## src/rtl/muldiv_unit.sv

```systemverilog
// muldiv_unit -- iterative multiply/divide unit with HI/LO registers.
//
// Decodes the R-type funct field for mult/multu/div/divu/mfhi/mflo/mthi/mtlo.
// Multiply is shift-add and divide is restoring, one bit per cycle. The
// latency is fixed: WIDTH RUN cycles, then one FIX cycle that applies sign
// correction and writes HI/LO.
//
// Ports:
//   clk, reset_n          clock (rising edge), asynchronous active-low reset
//   start, funct          issue strobe and function code
//   srca, srcb            operands (srca also carries mthi/mtlo data)
//   result                HI for mfhi, LO for mflo while idle, else 0 (comb)
//   hi, lo                architectural HI/LO registers
//   busy                  multiply/divide in flight
//   stall                 start & busy & recognised funct (comb)
//   done, div0            completion pulse / divide-by-zero flag (with done)
module muldiv_unit #(
  parameter int WIDTH = 32
) (
  input  logic             clk,
  input  logic             reset_n,
  input  logic             start,
  input  logic [5:0]       funct,
  input  logic [WIDTH-1:0] srca,
  input  logic [WIDTH-1:0] srcb,
  output logic [WIDTH-1:0] result,
  output logic [WIDTH-1:0] hi,
  output logic [WIDTH-1:0] lo,
  output logic             busy,
  output logic             stall,
  output logic             done,
  output logic             div0
);

  localparam int CW = $clog2(WIDTH);
  localparam logic [CW-1:0] CNT_INIT = CW'(WIDTH - 1);

  localparam logic [5:0] F_MFHI = 6'b010000;
  localparam logic [5:0] F_MTHI = 6'b010001;
  localparam logic [5:0] F_MFLO = 6'b010010;
  localparam logic [5:0] F_MTLO = 6'b010011;

  typedef enum logic [1:0] {IDLE, RUN, FIX} state_t;

  state_t           state_reg, state_next;
  logic [CW-1:0]    count_reg;
  logic [WIDTH-1:0] acc_reg;     // product high half / partial remainder
  logic [WIDTH-1:0] q_reg;       // multiplier->product low half / dividend->quotient
  logic [WIDTH-1:0] b_reg;       // |multiplicand| or |divisor|
  logic [WIDTH-1:0] a_raw_reg;   // unmodified dividend, returned on divide by zero
  logic             is_div_reg;
  logic             neg_reg;     // operand signs differed
  logic             rneg_reg;    // dividend was negative
  logic             bzero_reg;
  logic [WIDTH-1:0] hi_reg, lo_reg;

  // Decode: 0110xx are the long ops, 0100xx the HI/LO moves.
  logic is_long, is_move, known, idle, accept, launch;
  assign is_long = (funct[5:2] == 4'b0110);
  assign is_move = (funct[5:2] == 4'b0100);
  assign known   = is_long | is_move;
  assign idle    = (state_reg == IDLE);
  assign accept  = start & idle & known;
  assign launch  = accept & is_long;

  // funct[0]=0 selects the signed variant of mult/div.
  logic             a_neg, b_neg;
  logic [WIDTH-1:0] a_mag, b_mag;
  assign a_neg = ~funct[0] & srca[WIDTH-1];
  assign b_neg = ~funct[0] & srcb[WIDTH-1];
  assign a_mag = a_neg ? -srca : srca;
  assign b_mag = b_neg ? -srcb : srcb;

  // One iteration of either algorithm.
  logic [WIDTH:0]     mul_sum;
  logic [WIDTH:0]     div_shift;
  logic [WIDTH-1:0]   div_sub;
  logic               div_ok;
  logic [WIDTH-1:0]   acc_step, q_step;
  logic [2*WIDTH-1:0] prod_fix;
  logic [WIDTH-1:0]   quo_fix, rem_fix;

  always_comb begin
    mul_sum   = {1'b0, acc_reg} + (q_reg[0] ? {1'b0, b_reg} : {(WIDTH+1){1'b0}});
    div_shift = {acc_reg, q_reg[WIDTH-1]};
    div_ok    = (div_shift >= {1'b0, b_reg});
    // When div_ok the true difference is below b_reg, so WIDTH bits suffice.
    div_sub   = div_shift[WIDTH-1:0] - b_reg;
    if (is_div_reg) begin
      acc_step = div_ok ? div_sub : div_shift[WIDTH-1:0];
      q_step   = {q_reg[WIDTH-2:0], div_ok};
    end else begin
      acc_step = mul_sum[WIDTH:1];
      q_step   = {mul_sum[0], q_reg[WIDTH-1:1]};
    end
    prod_fix = neg_reg ? -{acc_reg, q_reg} : {acc_reg, q_reg};
    quo_fix  = neg_reg ? -q_reg : q_reg;
    rem_fix  = rneg_reg ? -acc_reg : acc_reg;
  end

  // Next state and status outputs.
  always_comb begin
    state_next = state_reg;
    busy       = 1'b0;
    done       = 1'b0;
    div0       = 1'b0;
    case (state_reg)
      IDLE: if (launch) state_next = RUN;
      RUN: begin
        busy = 1'b1;
        if (count_reg == '0) state_next = FIX;
      end
      FIX: begin
        busy       = 1'b1;
        done       = 1'b1;
        div0       = is_div_reg & bzero_reg;
        state_next = IDLE;
      end
      default: state_next = IDLE;
    endcase
  end

  always_ff @(posedge clk or negedge reset_n) begin
    if (!reset_n) begin
      state_reg  <= IDLE;
      count_reg  <= '0;
      acc_reg    <= '0;
      q_reg      <= '0;
      b_reg      <= '0;
      a_raw_reg  <= '0;
      is_div_reg <= 1'b0;
      neg_reg    <= 1'b0;
      rneg_reg   <= 1'b0;
      bzero_reg  <= 1'b0;
      hi_reg     <= '0;
      lo_reg     <= '0;
    end else begin
      state_reg <= state_next;
      case (state_reg)
        IDLE: begin
          if (launch) begin
            count_reg  <= CNT_INIT;
            acc_reg    <= '0;
            q_reg      <= a_mag;
            b_reg      <= b_mag;
            a_raw_reg  <= srca;
            is_div_reg <= funct[1];
            neg_reg    <= a_neg ^ b_neg;
            rneg_reg   <= a_neg;
            bzero_reg  <= (srcb == '0);
          end else if (accept && funct == F_MTHI) begin
            hi_reg <= srca;
          end else if (accept && funct == F_MTLO) begin
            lo_reg <= srca;
          end
        end
        RUN: begin
          acc_reg <= acc_step;
          q_reg   <= q_step;
          if (count_reg != '0) count_reg <= count_reg - 1'b1;
        end
        FIX: begin
          if (!is_div_reg) begin
            {hi_reg, lo_reg} <= prod_fix;
          end else if (bzero_reg) begin
            hi_reg <= a_raw_reg;
            lo_reg <= '1;
          end else begin
            hi_reg <= rem_fix;
            lo_reg <= quo_fix;
          end
        end
        default: ;
      endcase
    end
  end

  assign hi     = hi_reg;
  assign lo     = lo_reg;
  assign stall  = start & busy & known;
  assign result = (idle && funct == F_MFHI) ? hi_reg :
                  (idle && funct == F_MFLO) ? lo_reg : '0;

endmodule

```

## config.mk

```make
export PLATFORM = sky130hd
export DESIGN_NAME = muldiv_unit
export DESIGN_NICKNAME = d
export VERILOG_FILES = /design/src/rtl/muldiv_unit.sv
export SDC_FILE = /design/constraint.sdc
export NUM_CORES = 1
export LEC_CHECK = 0
export BUFFER_PORTS_ARGS = -buffer_cell sky130_fd_sc_hd__buf_2
export CORE_ASPECT_RATIO = 0.8
export CORE_MARGIN = 1.5
export CORE_UTILIZATION = 29
export CTS_CLUSTER_SIZE = 12
export DETAILED_ROUTE_END_ITERATION = 10
export HOLD_SLACK_MARGIN = 0.12
export SLEW_MARGIN = 0
export SYNTH_ARGS = -nofsm -noshare
export SYNTH_HDL_FRONTEND = slang
export SYNTH_SLANG_ARGS = --single-unit
```

## constraint.sdc

```tcl
create_clock -name clk -period 3.7 [get_ports clk]
set_input_delay 0.37 -clock clk [delete_from_list [all_inputs] [get_ports clk]]
set_output_delay 0.37 -clock clk [all_outputs]
set_load 0.005 [all_outputs]
```

* Word level (Yosys, flattened, before mapping)
Index checks and enable logic that the tools add are counted.
** Operators by class
- Reductions and logical operators :: 17
- Equal/unequal tests :: 15
- Bitwise operators :: 11
- Order comparisons :: 1
- Mux-type cells :: 35
- Add/sub/neg operators :: 8
** Operators with widths (number)
- 32-bit two-way mux :: 21
- 32-bit case mux with 2 select lines :: 4
- 32-bit negator :: 4
- 64-bit two-way mux :: 1
- 64-bit negator :: 1
- 32-bit by 32-bit adder with 33-bit output :: 1
- 33-bit by 32-bit >= comparator with 1-bit output :: 1
- 32-bit logical NOT :: 1
- 32-bit subtractor :: 1
- 6-bit by 5-bit == test with 1-bit output, second input constant :: 4
- 5-bit two-way mux :: 2
- 5-bit case mux with 2 select lines :: 1
- 1-bit bitwise AND :: 8
- 4-bit by 3-bit == test with 1-bit output, second input constant :: 2
- 2-bit != test, second input constant :: 4
- 2-bit by 1-bit != test with 1-bit output, second input constant :: 3
- 2-bit AND reduction :: 3
- 3-bit AND reduction :: 2
- 5-bit logical NOT :: 1
- 5-bit nonzero test :: 1
- 5-bit by 1-bit subtractor with 5-bit output, second input constant :: 1
- 1-bit logical AND :: 4
- 2-bit two-way mux :: 2
- 2-bit case mux with 2 select lines :: 1
- 10 further kinds :: 13
** Word-level totals
- Register bits :: 203

* Depth between registers and ports, before layout
- Depth in word-level cells :: 8
- Gate-level depth with buffers :: 14

* Worst setup path after synthesis
OpenSTA, ideal clock, no wires.
- Path kind :: register -> register
- Start :: register acc_reg[0]
- End :: register acc_reg[16]
- Clock period less this slack :: 3.079 ns
- Setup time :: 0.126 ns
- Buffers on the path :: 1
- Data arrival time :: 2.953 ns
- Stages on the path, launching flop included :: 12
- Setup slack :: 0.621 ns
- Cell sequence :: dfrtp_1 ha_1 nor2b_1 o211ai_1 a31oi_1 a311oi_1 a31oi_1 a21oi_2 buf_2 mux2i_1 nor2_1 a221o_1
** Between the ends
- Longest elaborated chain between the ends :: 4
- Elaborated cells on any way between the ends :: 6
** Ends and longest elaborated chain
- start, declared :: RTL line 47 : logic [WIDTH-1:0] acc_reg;
- start signal, assigned :: RTL line 158 : acc_reg <= acc_step;
- 32-bit subtractor / 33-bit by 32-bit >= comparator with 1-bit output (equally long branches) :: RTL line 88, 86
- 32-bit two-way mux :: RTL line 90 : acc_step = div_ok ? div_sub : div_shift[WIDTH-1:0];
- 32-bit two-way mux * :: RTL line 89 : if (is_div_reg) begin
- 32-bit case mux with 2 select lines * :: RTL line 139 : case (state_reg)
Mark *: on every way between the ends. The rest lies on a longest branch, timed or not.
A chain may end at the register's enable or synchronous reset.

* Final worst setup path
- Start :: register acc_reg[0]
- End :: register acc_reg[31]
The elaborated chain is that of the path after synthesis.

==> summary.txt <==
Setup path
  – CP Cell Sequence: ha_1 > nor2b_1 > o211ai_1 > a31oi_1 > buf_4 > o221ai_1 > o211ai_1 > a31oi_1 > o311ai_0 > buf_4 > mux2i_1 > a32o_1
  – WP buf/inv: 2
  – Crit path max fanout: 9
  – WS Path Type: flop to flop
  – CP peak stage delay: approximately 0.5 ns
  – Arr. time, crit path: roughly 4.1 ns
  – Crit. Startpoint: acc_reg[0]$_DFFE_PN0P_
  – Worst endpoint required time: approximately 4.2 ns
  – Reg2reg start: acc_reg[0]$_DFFE_PN0P_
  – Worst setup SP type: flop
  – Crit-path leading delay family: compound AO/OA/AOI/OAI gates
  – Setup crit end kind: flop
  – Slowest stage cell, crit path: dfrtp_1

Synth
  – Synthesized area per cell: around 7.5 um^2
  – Syn Inst Count: around 2300
  – Asr flop ratio synth: 100%
  – Number of enable flip-flop cells after synthesis: 0
  – Mapped Nets: about 2500
  – Cell variety after synth: between 70 and 80
  – Ranking of synthesized cells by area: dfrtp_1 (29%), nand2_1 (8.1%), o21ai_0 (7.9%)
  – Post-synth top cells: nand2_1 (377), o21ai_0 (276), dfrtp_1 (203)
  – Top-area cell type share of the netlist area: roughly 29%
  – FF+latch count, synth: about 200
  – Area leader, netlist: dfrtp_1
  – Yosys warnings: 0
  – Mapped cell area: 0.0174 mm^2
  – Post-synthesis sequential area ratio: 29.2%
  – Most numerous cell in the Yosys netlist: nand2_1
  – Top FF cell, synth: dfrtp_1

GRT
  – Most Used Layer, Global Route: met1
  – Grt met1 use: 30.6%
  – Initial antenna violation count: 1
  – Number of global-route vias before repair: around 16000
  – Total grt overflow: 0
  – M2 GR Usage: 29.2%
  – Met3 Use GR: approximately 5.4%
  – All-Layer GR Usage: between 20% and 30%
  – First-pass GRT wire length: 99.5 mm
  – Largest net degree at the start of global routing: around 120

Outcome
  – Status: finished, final reports clean

STA
  – Max-slew violation count: 0
  – Tcrit/Tclk final: between 90% and 100%
  – Clock Skews: between 0.015 and 0.02 ns
  – Worst Tran Pin Value: slightly below 0.9 ns
  – Slew margin rel.: between 40% and 50%
  – Fin crit period: between 3 and 4 ns
  – Fin Setup TNS: 0 ns
  – Hold_ws: between 0.1 and 0.15 ns
  – Final hold vios: 0
  – Final Setup Violations: 0
  – Setup ws final: 0.138 ns
  – RSZ-0062 raised after global routing: no
  – FMAX: roughly 280 MHz

Power
  – Switching pwr: 7.79 mW
  – Combinational share of power: 58.2%
  – Power Internal: about 8.4 mW
  – Peak VDD IR: roughly 0.00038 V
  – Clock power frac: 15.4%
  – Total Power: about 16 mW
  – Leak Pwr: approximately 9 nW
  – Sw Ratio: between 40 and 50%
  – Seq pwr share: roughly a quarter
  – PwrDens: 792 mW/mm^2

Final layout
  – Final instance area: about 0.020 mm^2
  – N_diodes: 0
  – Area delta synth->final: 17.4%
  – Layout cells sized above 1: around 14%
  – Final net count: ~2600
  – Fin cells: 3250
  – Fin util: 34.3%

Clock tree
  – Cts bufs inserted: 24
  – CTS sink cnt: 203
  – Worst-path clk slew: roughly 0.07 ns
  – Root Buffer: clkbuf_16
  – Clock latency on the worst-skew pair: approximately 0.57 ns
  – CTS tree: done
  – Clock Path Buffers: 3
  – Htree depth: 1

Floorplan
  – Die W: around 280 um
  – Die height: about 220 um
  – Starting Density: between 20% and 30%
  – IO Count: roughly 170
  – Core Footprint: 0.0595 mm^2
  – # rows: 80
  – Die Footprint: between 0.06 and 0.07 mm^2

Place
  – Placer congestion estimate: between 0.9 and 1
  – Placed insts: roughly 3200
  – Placed inst area: just under 0.02 mm^2
  – Port Buffer Count: roughly 170
  – Setup WS pre-CTS: ~0.26 ns
  – Hpwl dp: just under 50 mm

Route
  – Drt wl/cell: ~20 um
  – WL final: 64.5 mm
  – Post-DR vias/cell: approximately 5.4
  – Detail Route Antenna Nets: 0
  – Vias: 17600
  – Drt first-iter violations: around 1900
  – DR pass1 iterations: 6
  – Drc violations: 0

Worst hold path
  – Hold Crit Start: srcb[30]
  – Min-Delay Path Class: primary input to flop

Job
  – MaxCap Viol Count: 0
-- worst paths after layout --
| path | endpoint | slack, ns | cells after the start |
|---|---|---|---|
| hold reg to reg | a_raw_reg[3]$_DFFE_PN0P_ | 0.48 | 2 |
| hold / removal | b_reg[30]$_DFFE_PN0P_ | 0.14 | 3 |
| max in group asynchronous | a_raw_reg[30]$_DFFE_PN0P_ | 2.35 | 3 |
| min in group asynchronous | lo[4]$_DFFE_PN0P_ | 0.36 | 2 |
| setup / recovery | acc_reg[31]$_DFFE_PN0P_ | 0.14 | 12 |
| setup reg to reg | acc_reg[31]$_DFFE_PN0P_ | 0.14 | 12 |
-- cell usage in the layout, fill, tap and decap left out, drive strengths merged, types with 20 or more instances in the layout --
cell type / count
o31ai: 33
nor2: 197
o211ai: 32
a21o: 28
nand2: 377
nand4: 20
nor4: 29
o21ai: 279
nor3: 31
buf: 269
dfrtp: 203
mux2i: 74
clkbuf: 33
o22ai: 35
a21oi: 154
xnor2: 122
ha: 73
inv: 76
a31oi: 28
nand3: 33
dlygate4sd3: 26
xor2: 65
nand2b: 23
-- cell type report --
cell class / instances / area (um^2)
Sequential cell: 203 / 5080
Tap cell: 779 / 975
Timing Repair Buffer: 295 / 1900
Clock inverter: 9 / 119
Fill cell: 6362 / 39000
Inverter: 75 / 282
Multi-Input combinational cell: 1856 / 11400
Clock buffer: 33 / 664
-- layer usage --
metal / up-vias / routed length (um)
met5: - / 0
met4: 0 / 1190
met3: 71 / 6260
met1: 8324 / 30900
met2: 762 / 26200
li1: 8480 / -
-- power groups by stage --
stage	logic (mW)	registers [mW]	clock network (mW)
6_report	9.41	4.26	2.49
5_1_grt	10.3	4.41	2.61
2_1_floorplan	6.43	3.77	0
3_5_place_dp	9.17	4.29	0
3_3_place_gp	9.17	4.27	0
4_1_cts	9.23	4.25	2.53
-- worst min-delay path, stage by stage --
cell     delay, ns
buf_2         0.09
xnor2_1       0.12
o21ai_0       0.07
-- cell families after synthesis --
group	after synthesis	share of synthesized area, %
buffers and inverters	256	5.62
and+or+nand+nor	806	20.8
adders and majority gates	75	5.48
AOI/OAI and AO/OA	705	24.6
DFF	203	29.2
xor gates and xnor gates	187	9.42
muxes	83	4.84
-- repair_timing --
action | 4_1_cts | 5_1_grt
buffers inserted | 0 | 0
endpoints found under the hold margin | 90 | 0
hold buffers | 26 | 0
resized for setup | 0 | 1
endpoints found under the setup margin | 0 | 2
Power figures use the tool's default switching activity.
